==> src/rtl/if_fetch_queue.sv <==
`default_nettype none
// ============================================================================
// Module      : if_fetch_queue
// Description : Instruction-fetch front end. Owns the fetch PC, issues word
//               requests over a req/gnt + rvalid handshake with up to DEPTH
//               requests in flight, buffers returned words with their PCs in
//               a DEPTH-entry queue feeding decode, and handles redirects by
//               flushing the queue and discarding stale in-flight responses.
// Revision    : 1.0 - initial release
// ============================================================================
module if_fetch_queue #(
    parameter int              N        = 32,
    parameter int              DEPTH    = 4,
    parameter logic [N-1:0]    RESET_PC = '0
) (
    input  logic          clk,
    input  logic          reset,
    input  logic          redirect_valid,
    input  logic [N-1:0]  redirect_pc,
    output logic          imem_req,
    output logic [N-1:0]  imem_addr,
    input  logic          imem_gnt,
    input  logic          imem_rvalid,
    input  logic [31:0]   imem_rdata,
    output logic          inst_valid,
    input  logic          inst_ready,
    output logic [31:0]   inst_data,
    output logic [N-1:0]  inst_pc
);

    localparam int                 c_ptr_w   = $clog2(DEPTH);
    localparam int                 c_cnt_w   = $clog2(DEPTH) + 1;
    localparam logic [c_cnt_w:0]   c_depth   = (c_cnt_w + 1)'(DEPTH);
    localparam logic [c_cnt_w-1:0] c_cnt_one = c_cnt_w'(1);
    localparam logic [c_ptr_w-1:0] c_ptr_one = c_ptr_w'(1);
    localparam logic [N-1:0]       c_pc_step = N'(4);

    // Architectural state
    logic [N-1:0]         r_fetch_pc;
    logic [N-1:0]         r_resp_pc;
    logic [c_cnt_w-1:0]   r_outstanding;
    logic [c_cnt_w-1:0]   r_drop_cnt;
    logic [c_cnt_w-1:0]   r_count;
    logic [c_ptr_w-1:0]   r_rd_ptr;
    logic [c_ptr_w-1:0]   r_wr_ptr;
    logic [N-1:0]         r_q_pc   [DEPTH];
    logic [31:0]          r_q_data [DEPTH];

    // Per-cycle events
    logic [c_cnt_w:0]     w_credit_used;
    logic                 w_issue;
    logic                 w_resp;
    logic                 w_drop;
    logic                 w_push;
    logic                 w_pop;
    logic [N-1:0]         w_redirect_pc;
    logic                 w_unused_align;

    // Queue entries plus requests in flight never exceed DEPTH, so every
    // response is guaranteed a free slot when it arrives.
    assign w_credit_used = {1'b0, r_count} + {1'b0, r_outstanding};

    assign imem_req   = reset && !redirect_valid && (w_credit_used < c_depth);
    assign imem_addr  = r_fetch_pc;
    assign inst_valid = (r_count != '0) && !redirect_valid;
    assign inst_data  = r_q_data[r_rd_ptr];
    assign inst_pc    = r_q_pc[r_rd_ptr];

    assign w_issue = imem_req && imem_gnt;
    // A response with nothing outstanding is a protocol error and is ignored.
    assign w_resp  = imem_rvalid && (r_outstanding != '0);
    assign w_drop  = w_resp && (r_drop_cnt != '0);
    // A response arriving in a redirect cycle belongs to the old stream.
    assign w_push  = w_resp && (r_drop_cnt == '0) && !redirect_valid;
    assign w_pop   = inst_valid && inst_ready;

    // Misaligned redirect targets are silently forced to a word boundary.
    assign w_redirect_pc  = {redirect_pc[N-1:2], 2'b00};
    assign w_unused_align = ^redirect_pc[1:0];

    // Fetch PC, response PC and in-flight / discard bookkeeping
    always_ff @(posedge clk or negedge reset) begin
        if (!reset) begin
            r_fetch_pc    <= RESET_PC;
            r_resp_pc     <= RESET_PC;
            r_outstanding <= '0;
            r_drop_cnt    <= '0;
        end else begin
            case ({w_issue, w_resp})
                2'b10:   r_outstanding <= r_outstanding + c_cnt_one;
                2'b01:   r_outstanding <= r_outstanding - c_cnt_one;
                default: r_outstanding <= r_outstanding;
            endcase

            if (redirect_valid) begin
                r_fetch_pc <= w_redirect_pc;
                r_resp_pc  <= w_redirect_pc;
                // Everything still in flight, minus any response consumed
                // this very cycle, belongs to the abandoned stream.
                r_drop_cnt <= r_outstanding - {{(c_cnt_w-1){1'b0}}, w_resp};
            end else begin
                if (w_issue) begin
                    r_fetch_pc <= r_fetch_pc + c_pc_step;
                end
                if (w_push) begin
                    r_resp_pc <= r_resp_pc + c_pc_step;
                end
                if (w_drop) begin
                    r_drop_cnt <= r_drop_cnt - c_cnt_one;
                end
            end
        end
    end

    // Queue pointers and occupancy; a redirect flushes by snapping rd to wr
    always_ff @(posedge clk or negedge reset) begin
        if (!reset) begin
            r_rd_ptr <= '0;
            r_wr_ptr <= '0;
            r_count  <= '0;
        end else if (redirect_valid) begin
            r_rd_ptr <= r_wr_ptr;
            r_count  <= '0;
        end else begin
            if (w_push) begin
                r_wr_ptr <= r_wr_ptr + c_ptr_one;
            end
            if (w_pop) begin
                r_rd_ptr <= r_rd_ptr + c_ptr_one;
            end
            case ({w_push, w_pop})
                2'b10:   r_count <= r_count + c_cnt_one;
                2'b01:   r_count <= r_count - c_cnt_one;
                default: r_count <= r_count;
            endcase
        end
    end

    // Queue storage; contents are only meaningful while counted as valid
    always_ff @(posedge clk) begin
        if (w_push) begin
            r_q_pc[r_wr_ptr]   <= r_resp_pc;
            r_q_data[r_wr_ptr] <= imem_rdata;
        end
    end

`ifndef SYNTHESIS
    // Flag responses that arrive with no request outstanding
    a_no_spurious_rvalid : assert property (
        @(posedge clk) disable iff (!reset)
        imem_rvalid |-> (r_outstanding != '0)
    ) else $error("if_fetch_queue: imem_rvalid with no outstanding request");
`endif

endmodule
`default_nettype wire

==> config.mk <==
export PLATFORM = sky130hd
export DESIGN_NAME = if_fetch_queue
export DESIGN_NICKNAME = d
export VERILOG_FILES = /design/src/rtl/if_fetch_queue.sv
export SDC_FILE = /design/constraint.sdc
export NUM_CORES = 1
export LEC_CHECK = 0
export BUFFER_PORTS_ARGS = -buffer_cell sky130_fd_sc_hd__buf_4
export CORE_MARGIN = 2
export CORE_UTILIZATION = 58
export DETAILED_ROUTE_END_ITERATION = 7
export PLACE_DENSITY = 0.79
export SLEW_MARGIN = 5
export SYNTH_ARGS = -nofsm -noshare
export SYNTH_HDL_FRONTEND = slang
export SYNTH_SLANG_ARGS = --single-unit
==> constraint.sdc <==
create_clock -name clk -period 4.1 [get_ports clk]
set_input_delay 0 -clock clk [delete_from_list [all_inputs] [get_ports clk]]
set_output_delay 0 -clock clk [all_outputs]
set_load 0.005 [all_outputs]
**After elaboration in Yosys (flattened, before gate mapping)**

Memories as Yosys holds them, arrays and structs flattened.
Cells that the tools add are included.

- $add $sub $neg: 11
- Order comparisons: 1
- Equality and inequality tests: 4
- Mux-type cells: 13
- Bitwise operators: 1
- Reductions and logical operators: 21

Operators by type and width:

| kind | number |
|---|---|
| 32-bit two-way mux | 4 |
| 32-bit by 3-bit adder with 32-bit output (second input constant) | 2 |
| 3-bit one-hot mux with 2 select lines | 2 |
| 3-bit nonzero test | 4 |
| 2-bit nonzero test | 5 |
| 1-bit logical AND | 9 |
| 3-bit two-way mux | 3 |
| 3-bit by 1-bit subtractor with 3-bit output (second input constant) | 3 |
| 3-bit by 1-bit adder with 3-bit output (second input constant) | 2 |
| 2-bit by 1-bit adder with 2-bit output (second input constant) | 2 |
| 3-bit by 3-bit adder with 4-bit output | 1 |
| 2-bit by 1-bit equality test with 1-bit output (second input constant) | 2 |
| 2-bit equality test (second input constant) | 2 |
| 4-bit by 3-bit less-than comparator with 1-bit output (second input constant) | 1 |
| 2-bit two-way mux | 2 |
| 3-bit zero test | 1 |
| 3-bit by 1-bit subtractor with 3-bit output | 1 |
| 1-bit two-way mux | 2 |
| 2-bit AND reduction | 1 |
| 1-bit zero test | 1 |
| 1-bit inverter | 1 |

- Bits in registers: 77
- Bits in writable memories: 256
- Bits of input ports: 70
- Output and inout port bits: 98
- Word-level logic and storage cells: 60
- Memories: 2

Memories:

| name | words | width | rd ports | clocked after Yosys merged registers in | write ports | line | source |
|---|---|---|---|---|---|---|---|
| r_q_data | 4 | 32 | 1 | 0 | 1 | 47 | `logic [31:0] r_q_data [DEPTH];` |
| r_q_pc | 4 | 32 | 1 | 0 | 1 | 46 | `logic [N-1:0] r_q_pc [DEPTH];` |

**Logic depth before layout (Yosys ltp)**

Gate-level depths: netlist (run 1).

- Word-level depth: 7
- Depth in mapped cells: 12
- Depth with buffers taken out: 10

**Worst setup path after synthesis (run 1)**

Ideal clock, no wire load.

- Path kind: register to register
- Start: reg r_drop_cnt[0]
- End: mem r_q_data[1][0] (enable)
- Setup time: 0.427 ns
- Data arrival time: 2.654 ns
- Data required time: 3.673 ns
- Setup slack: 1.019 ns
- Cell stages (with the launch flop): 7
- Buffers on the path: 1
- Clock period less this slack: 3.081 ns
- Cell sequence: dfrtp_1 -> inv_1 -> ha_1 -> and2b_1 -> and2_1 -> buf_2 -> and3_1

- Longest elaborated chain between the ends: 5

RTL lines:

| element | line | source |
|---|---|---|
| start: declaration | 42 | `logic [c_cnt_w-1:0] r_drop_cnt;` |
| start signal: assignment | 100 | `r_drop_cnt <= r_outstanding - {{(c_cnt_w-1){1'b0}}, w_resp};` |
| start signal: assignment | 109 | `r_drop_cnt <= r_drop_cnt - c_cnt_one;` |
| 3-bit zero test | 74 | `assign w_push = w_resp && (r_drop_cnt == '0) && !redirect_valid;` |
| 1-bit logical AND (2 in a row) | 74 |  |
| 1-bit two-way mux | 141 | `if (w_push) begin` |
| 1-bit two-way mux (not written as such) | 143 | `r_q_data[r_wr_ptr] <= imem_rdata;` |
| end: declaration | 47 |  |

No other way between the ends.

**Final worst setup path (run 1)**

- Start: reg r_drop_cnt[0]
- End: mem r_q_data[3][15] (enable)

The elaborated chain is that of the path after synthesis.

==> results.yml, run 1 <==
detailed_routing:
  drt-pass1-iter-count: 5
  wl_met1_um: 11600
  dr.first_iter.drc_count: 482
  highest_layer: "met4"
  routed_wl_um: 27600
  vias_per_cell: 5.83
  drcViolationCount: 0
  wl_per_cell_um: 20.6
  wl_met2_um: 13900
  vias: 7816
  dr_wl_met3_um: 1800
  antenna_left: 0
setup_path:
  slowest_delay_ns: 0.69
  timing.rr.end: "r_q_data[3][15]"
  critPathRequiredTime_ns: 4.33
  crit_type: "reg2reg"
  endpoint_kind: "flop"
  start_kind: "flop"
  cp.arrival_ns: 2.86
  path_cells: "inv_1 -> ha_1 -> and2b_1 -> and2_1 -> and3_2 -> buf_4"
  slowest_stage: "and3_2"
  reg2reg_depth: 6
  r2r_setup_slack_ns: 1.47
  r2r_start: "r_drop_cnt[0]"
  crit_fanout: 21
power_and_ir_drop:
  cellLeakagePower_uw: 0.00605
  ir_worst_vdd_v: 0.000318
  powerDensity_nw_per_um2: 535
clock_network:
  cts.sinks: 321
  clockBufferDepth: 3
  cts_root_buf: "clkbuf_16"
  cts_resized: 0
  htreeDepth: 1
  cts_made_buffers: 31
  path_clk_slew_ns: 0.06
  clk_latency_ns: 0.54
  cts_tree: "done"
die:
  die_width_um: 156
  fp-row-count: 55
  die_y_um: 156
  core_um2: 22600
  ios: 168
  start_util: 0.592
  die_area_um2: 24300
global_routing:
  grt_usage: 0.229
  grt_overflow_total: 0
  grt_pass1_vias: 7964
  antenna_found_initial: 0
  grt_pass1_wl_um: 43200
  grt_max_degree: 70
min_path:
  hp-class: "in2reg"
  min_delay_path_depth: 4
  hold_path.startpoint: "imem_gnt"
  hold-path-endpoint: "imem_addr[31]"
synth:
  yosysWarnings: 0
  synth-seq-cells: 321
  seq_area_frac_synth: 0.692
  postSynthAreaPerCell_um2: 16.9
  synthCells: 794
  netlist_area_um2: 13400
  synth_cell_types: 59
placement:
  post-dp-hpwl_um: 17000
  globalplace.congestion: 0.863
  pre_cts_slack_ns: 1.46
  io_buffers: 161
sta:
  postLayoutSetupSlackWorst_ns: 1.47
  max_freq_ghz: 0.380
  tns_ns: 0
  hold_violations: 0
  setup_violations: 0
  fin_crit_sh: 0.643
  fin_skew_ns: 0.0115
  slew_violations: 0
  rsz0062_at_grt: "false"
  tightestPinTransition_ns: 0.889
  max_slew_margin: 0.407
  finalCriticalPeriod_ns: 2.63
layout:
  drive_gt1_frac: 0.309
  syn_to_final_growth_pct: 24.1
  final_core_util: 0.735
  antenna_cells: 0
  nets: 1117
outcome:
  status: "completed"
run:
  drv_cap: 0
## final cells by class
cell class	instances	area [um^2]
tap	285	357
inverter	18	67.6
timing repair buffer	242	2050
multi-input combinational	418	3870
sequential	321	9280
clock inverter	19	199
fill	1361	6010
clock buffer	38	812
## worst max-delay path: cells and delay by family (launching register included)
| kind | cells | cell delay (ns) |
|---|---|---|
| flip-flops | 1 | 0.36 |
| AND/OR/NAND/NOR | 3 | 1.34 |
| buffers and inverters | 2 | 0.45 |
| adder cells (fa/ha/maj) | 1 | 0.16 |
## through the flow
stage / area, um^2 / instances / total power [uW] / hold WS, ns
CTS: 16600 / 1341 / 8970 / 0.0760
global placement: 15000 / 1217 / 6060 / -0.171
detailed placement: 15000 / 1217 / 6110 / -0.169
floorplan: 13400 / 797 / 5190 / -0.296
global route: 16600 / 1341 / 9290 / 0.121
finish: 16600 / 1341 / 8900 / 0.0952
## sequential cells by signal, indices dropped and copies added, names as in the netlist
name / flops
r_q_data: 128
r_q_pc: 120
imem_addr: 30
r_resp_pc: 30
r_count: 3
r_drop_cnt: 3
r_outstanding: 3
r_rd_ptr: 2
r_wr_ptr: 2
## metal layers
metal  global-route usage  up-vias
met5                    0        -
met4               0.0446        0
met3               0.0386       31
met2                0.386      295
met1                0.323     3925
li1                     -     3565
## layout by cell type (no fill, tap or decap), types with 9 or more instances in the layout
cell	synthesis	final
nor4_2	9	9
nand3_1	30	30
mux2_2	10	10
nor2_1	27	27
xnor2_1	32	32
ha_1	13	13
o21ai_0	20	20
clkbuf_16	0	31
o211ai_1	12	12
dfrtp_1	73	71
mux4_2	62	62
inv_1	17	17
dlygate4sd3_1	0	67
and3_1	16	12
xor2_1	12	12
nor3_1	11	11
edfxtp_1	248	248
buf_4	9	170
o21ai_1	9	9
nand2_1	54	54
nand4_1	11	11
## power breakdown
part / total (uW) / leakage [uW] / internal, uW / switching [uW]
Combinational: 2000 / 0.00246 / 1160 / 845
Clock: 2810 / 0.000491 / 1650 / 1160
Sequential: 4090 / 0.00310 / 3760 / 333
## timing repair
item / 4_1_cts / 5_1_grt
hold buffers: 67 / 0
endpoints found under the setup margin: 0 / 0
hold endpoints to repair: 268 / 0
buffers inserted: 0 / 0
## cell usage after synthesis (all sizes together)
cell type	n	area (um^2)
fa	2	40.0
ha	13	163
xnor2	32	280
o21ai	29	145
o31a	2	26.3
mux2i	4	40.0
nor2b	3	18.8
a211oi	3	22.5
o311ai	5	43.8
nand4	13	111
dfrtp	73	1830
or3	4	25.0
o21a	1	7.51
buf	23	141
edfxtp	248	7450
a21oi	6	30.0
o211ai	12	90.1
and2b	1	7.51
a21boi	7	52.6
and4b	1	10.0
xor2	12	105
nor2	27	101
clkbuf	17	63.8
conb	1	3.75
mux2	10	113
and3	17	108
o221ai	1	15.0
nand3	33	188
and4	7	66.3
nand3b	1	7.51
nor4	16	201
a221oi	1	8.76
a2111oi	1	15.0
nor3	11	55.1
a21bo	1	10.0
and2	5	31.3
nand2b	6	37.5
a31o	1	8.76
a311oi	3	26.3
a31oi	7	43.8
inv	18	67.6
nand2	54	203
mux4	62	1400
## logic make-up (layout without fill, tap and decap cells)
family	after synthesis	in the layout	share of synthesized area
multiplexers	76	76	0.116
other	1	4	0.000280
XOR/XNOR	44	44	0.0288
adder cells (fa/ha/maj)	15	15	0.0151
AO/OA/AOI/OAI	80	80	0.0407
AND/OR/NAND/NOR	199	199	0.0874
flip-flops	321	321	0.692
buffers and inverters	58	317	0.0203
## how the worst max path moves through the flow
stage | startpoint | end | slack (ns)
finish | r_drop_cnt[0] | r_q_data[3][15] | 1.47
global placement | r_drop_cnt[0] | r_q_data[3][31] | 1.56
global route | r_drop_cnt[0] | r_count[2] | 1.30
floorplan | r_drop_cnt[0] | r_q_data[1][0] | 1.02
detailed placement | r_drop_cnt[0] | r_count[2] | 1.46
CTS | r_drop_cnt[0] | r_count[2] | 1.47
No activity file was read; power rests on OpenSTA's default activity.
==> run 2: changes to the inputs <==
- CORE_UTILIZATION: 58 -> 52
- PLACE_DENSITY: 0.79 -> 0.75
- clock period: 4.1 -> 2.35 ns (I/O delays scaled with it)
==> run 2 against run 1 <==
Effect of this change: sequential power up 73%; via count up 1.1%; sequential share of layout area down 1.2 points; die area up 11%; first-iteration DRC count up 31%.
==> results.yml, run 2 (synthesis results as in run 1) <==
min_path:
  hold-path-endpoint: "r_drop_cnt[0]"
  min_delay_path_depth: 4
  hold_path.startpoint: "imem_rvalid"
  hp-class: "in2reg"
layout:
  fillers: 1728
  largest_reg_flops: 128
  instances_no_fill: 1414
  mostFrequentLayoutCells: "edfxtp_1 (248), buf_4 (190), dfrtp_1 (70), dlygate4sd3_1 (65), mux4_2 (62)"
  stdcell_area_um2: 17000
  drive_gt1_frac: 0.333
  nets: 1145
  syn_to_final_growth_pct: 26.9
  top_register: "r_q_data"
  final_common_cell: "edfxtp_1"
  antenna_cells: 0
  reg_top3: "r_q_data: 128 flops, r_q_pc: 120 flops"
sta:
  setup_violations: 0
  max_slew_margin: 0.597
  tns_ns: 0
  hold_violations: 0
  postLayoutSetupSlackWorst_ns: 0.129
  finalCriticalPeriod_ns: 2.22
  tightestPinTransition_ns: 0.605
  fin_crit_sh: 0.945
  max_freq_ghz: 0.450
  fin_skew_ns: 0.0180
  slew_violations: 0
global_routing:
  grt_usage: 0.212
  antenna_found_initial: 0
  grt_overflow_total: 0
  grt_max_degree: 47
  grt_pass1_vias: 8072
  grt_pass1_wl_um: 43800
die:
  start_util: 0.531
  ios: 168
  die_area_um2: 27100
  core_um2: 25300
  fp-row-count: 58
  die_width_um: 165
  die_y_um: 165
setup_path:
  start_kind: "flop"
  path_cells: "ha_1 -> nor4_2 -> and4_2 -> buf_6 -> nor2_2 -> o21ai_0 -> o311ai_0"
  crit_fanout: 25
  endpoint_kind: "flop"
  r2r_start: "r_count[2]"
  crit_type: "reg2reg"
  slowest_stage: "dfrtp_1"
  r2r_setup_slack_ns: 0.13
  cp_top_family: "simple AND/OR/NAND/NOR gates"
  critPathRequiredTime_ns: 2.69
  crit_buf_inv: 1
  slowest_delay_ns: 0.43
  reg2reg_depth: 7
  cp.arrival_ns: 2.56
  timing.rr.end: "imem_addr[12]"
outcome:
  status: "completed"
clock_network:
  cts_root_buf: "clkbuf_16"
  cts_tree: "done"
  clockBufferDepth: 3
  cts_made_buffers: 34
  clk_latency_ns: 0.51
  path_clk_slew_ns: 0.06
  htreeDepth: 2
  cts.sinks: 321
run:
  drv_cap: 0
power_and_ir_drop:
  finalPower_uw: 15800
  cellLeakagePower_uw: 0.00623
  powerDensity_nw_per_um2: 931
  ir_worst_vdd_v: 0.000838
placement:
  io_buffers: 161
  pre_cts_slack_ns: -0.0894
  placed_cell_area_um2: 15300
  globalplace.congestion: 0.858
  placedCellCount: 1286
  post-dp-hpwl_um: 17800
detailed_routing:
  drcViolationCount: 0
  wl_per_cell_um: 19.8
  drt-pass1-iter-count: 7
  antenna_left: 0
  vias_per_cell: 5.59
  dr.first_iter.drc_count: 633
  routed_wl_um: 28000
  vias: 7902
run 2: changes by cell type in the layout (fill, tap and decap cells not counted), sizes merged:
cell / delta
clkbuf: +4
buf: +27
clkinvlp: -2
inv: +1
clkinv: +2
dlygate4sd3: -2
bufinv: -2
run 2: per-stage QoR:
| stage | hold slack (ns) | util |
|---|---|---|
| 3_3_place_gp | 0.181 | 0.605 |
| 6_report | 0.0366 | 0.674 |
| 2_1_floorplan | -0.296 | - |
| 5_1_grt | 0.0542 | 0.674 |
| 3_5_place_dp | 0.182 | 0.605 |
| 4_1_cts | 0.0207 | 0.672 |
run 2: final cells by class:
class	count	area (um^2)	area share
Inverter	18	70.1	0.00412
Clock inverter	18	149	0.00875
Timing Repair Buffer	267	2310	0.136
Clock buffer	42	902	0.0530
Multi-Input combinational cell	418	3890	0.229
Tap cell	330	413	0.0243
Sequential cell	321	9280	0.545
run 2: how the worst max path moves through the flow:
stage | from | end | slack [ns] | cells after the start
after detailed placement | r_count[2] | imem_addr[12] | -0.09 | 7
after floorplan | r_drop_cnt[0] | r_q_data[0][0] | -0.05 | 6
after CTS | r_count[2] | imem_addr[12] | 0.01 | 7
after global routing | r_count[1] | r_count[2] | -0.008 | 7
final | r_count[2] | imem_addr[12] | 0.13 | 7
after global placement | r_count[2] | imem_addr[7] | 0.06 | 7
run 2: report_power, final:
part / internal, uW / switching, uW / leakage [uW]
logic: 2170 / 1580 / 0.00261
registers: 6560 / 503 / 0.00310
clock network: 2960 / 2070 / 0.000518
run 2: per-layer routing:
metal	vias to the layer above	share of wire	track usage
li1	3627	-	-
met1	3957	0.43	0.297
met2	285	0.49	0.351
met3	33	0.061	0.0387
met4	0	0.014	0.0498
met5	-	0	0
run 2: repair_timing:
action / in CTS / in global routing
hold buffers: 65 / 0
pin swaps: 0 / 1
gates resized for setup: 1 / 6
endpoints found under the setup margin: 3 / 15
buffers inserted: 0 / 3
endpoints found under the hold margin: 239 / 0
gates cloned: 0 / 0
run 2: worst register-to-register path, delay by kind of cell (launching register included):
family / cells / cell delay, ns
DFF: 1 / 0.43
AOI/OAI and AO/OA: 2 / 0.39
adders and majority gates: 1 / 0.30
and+or+nand+nor: 3 / 0.72
buffers and inverters: 1 / 0.23
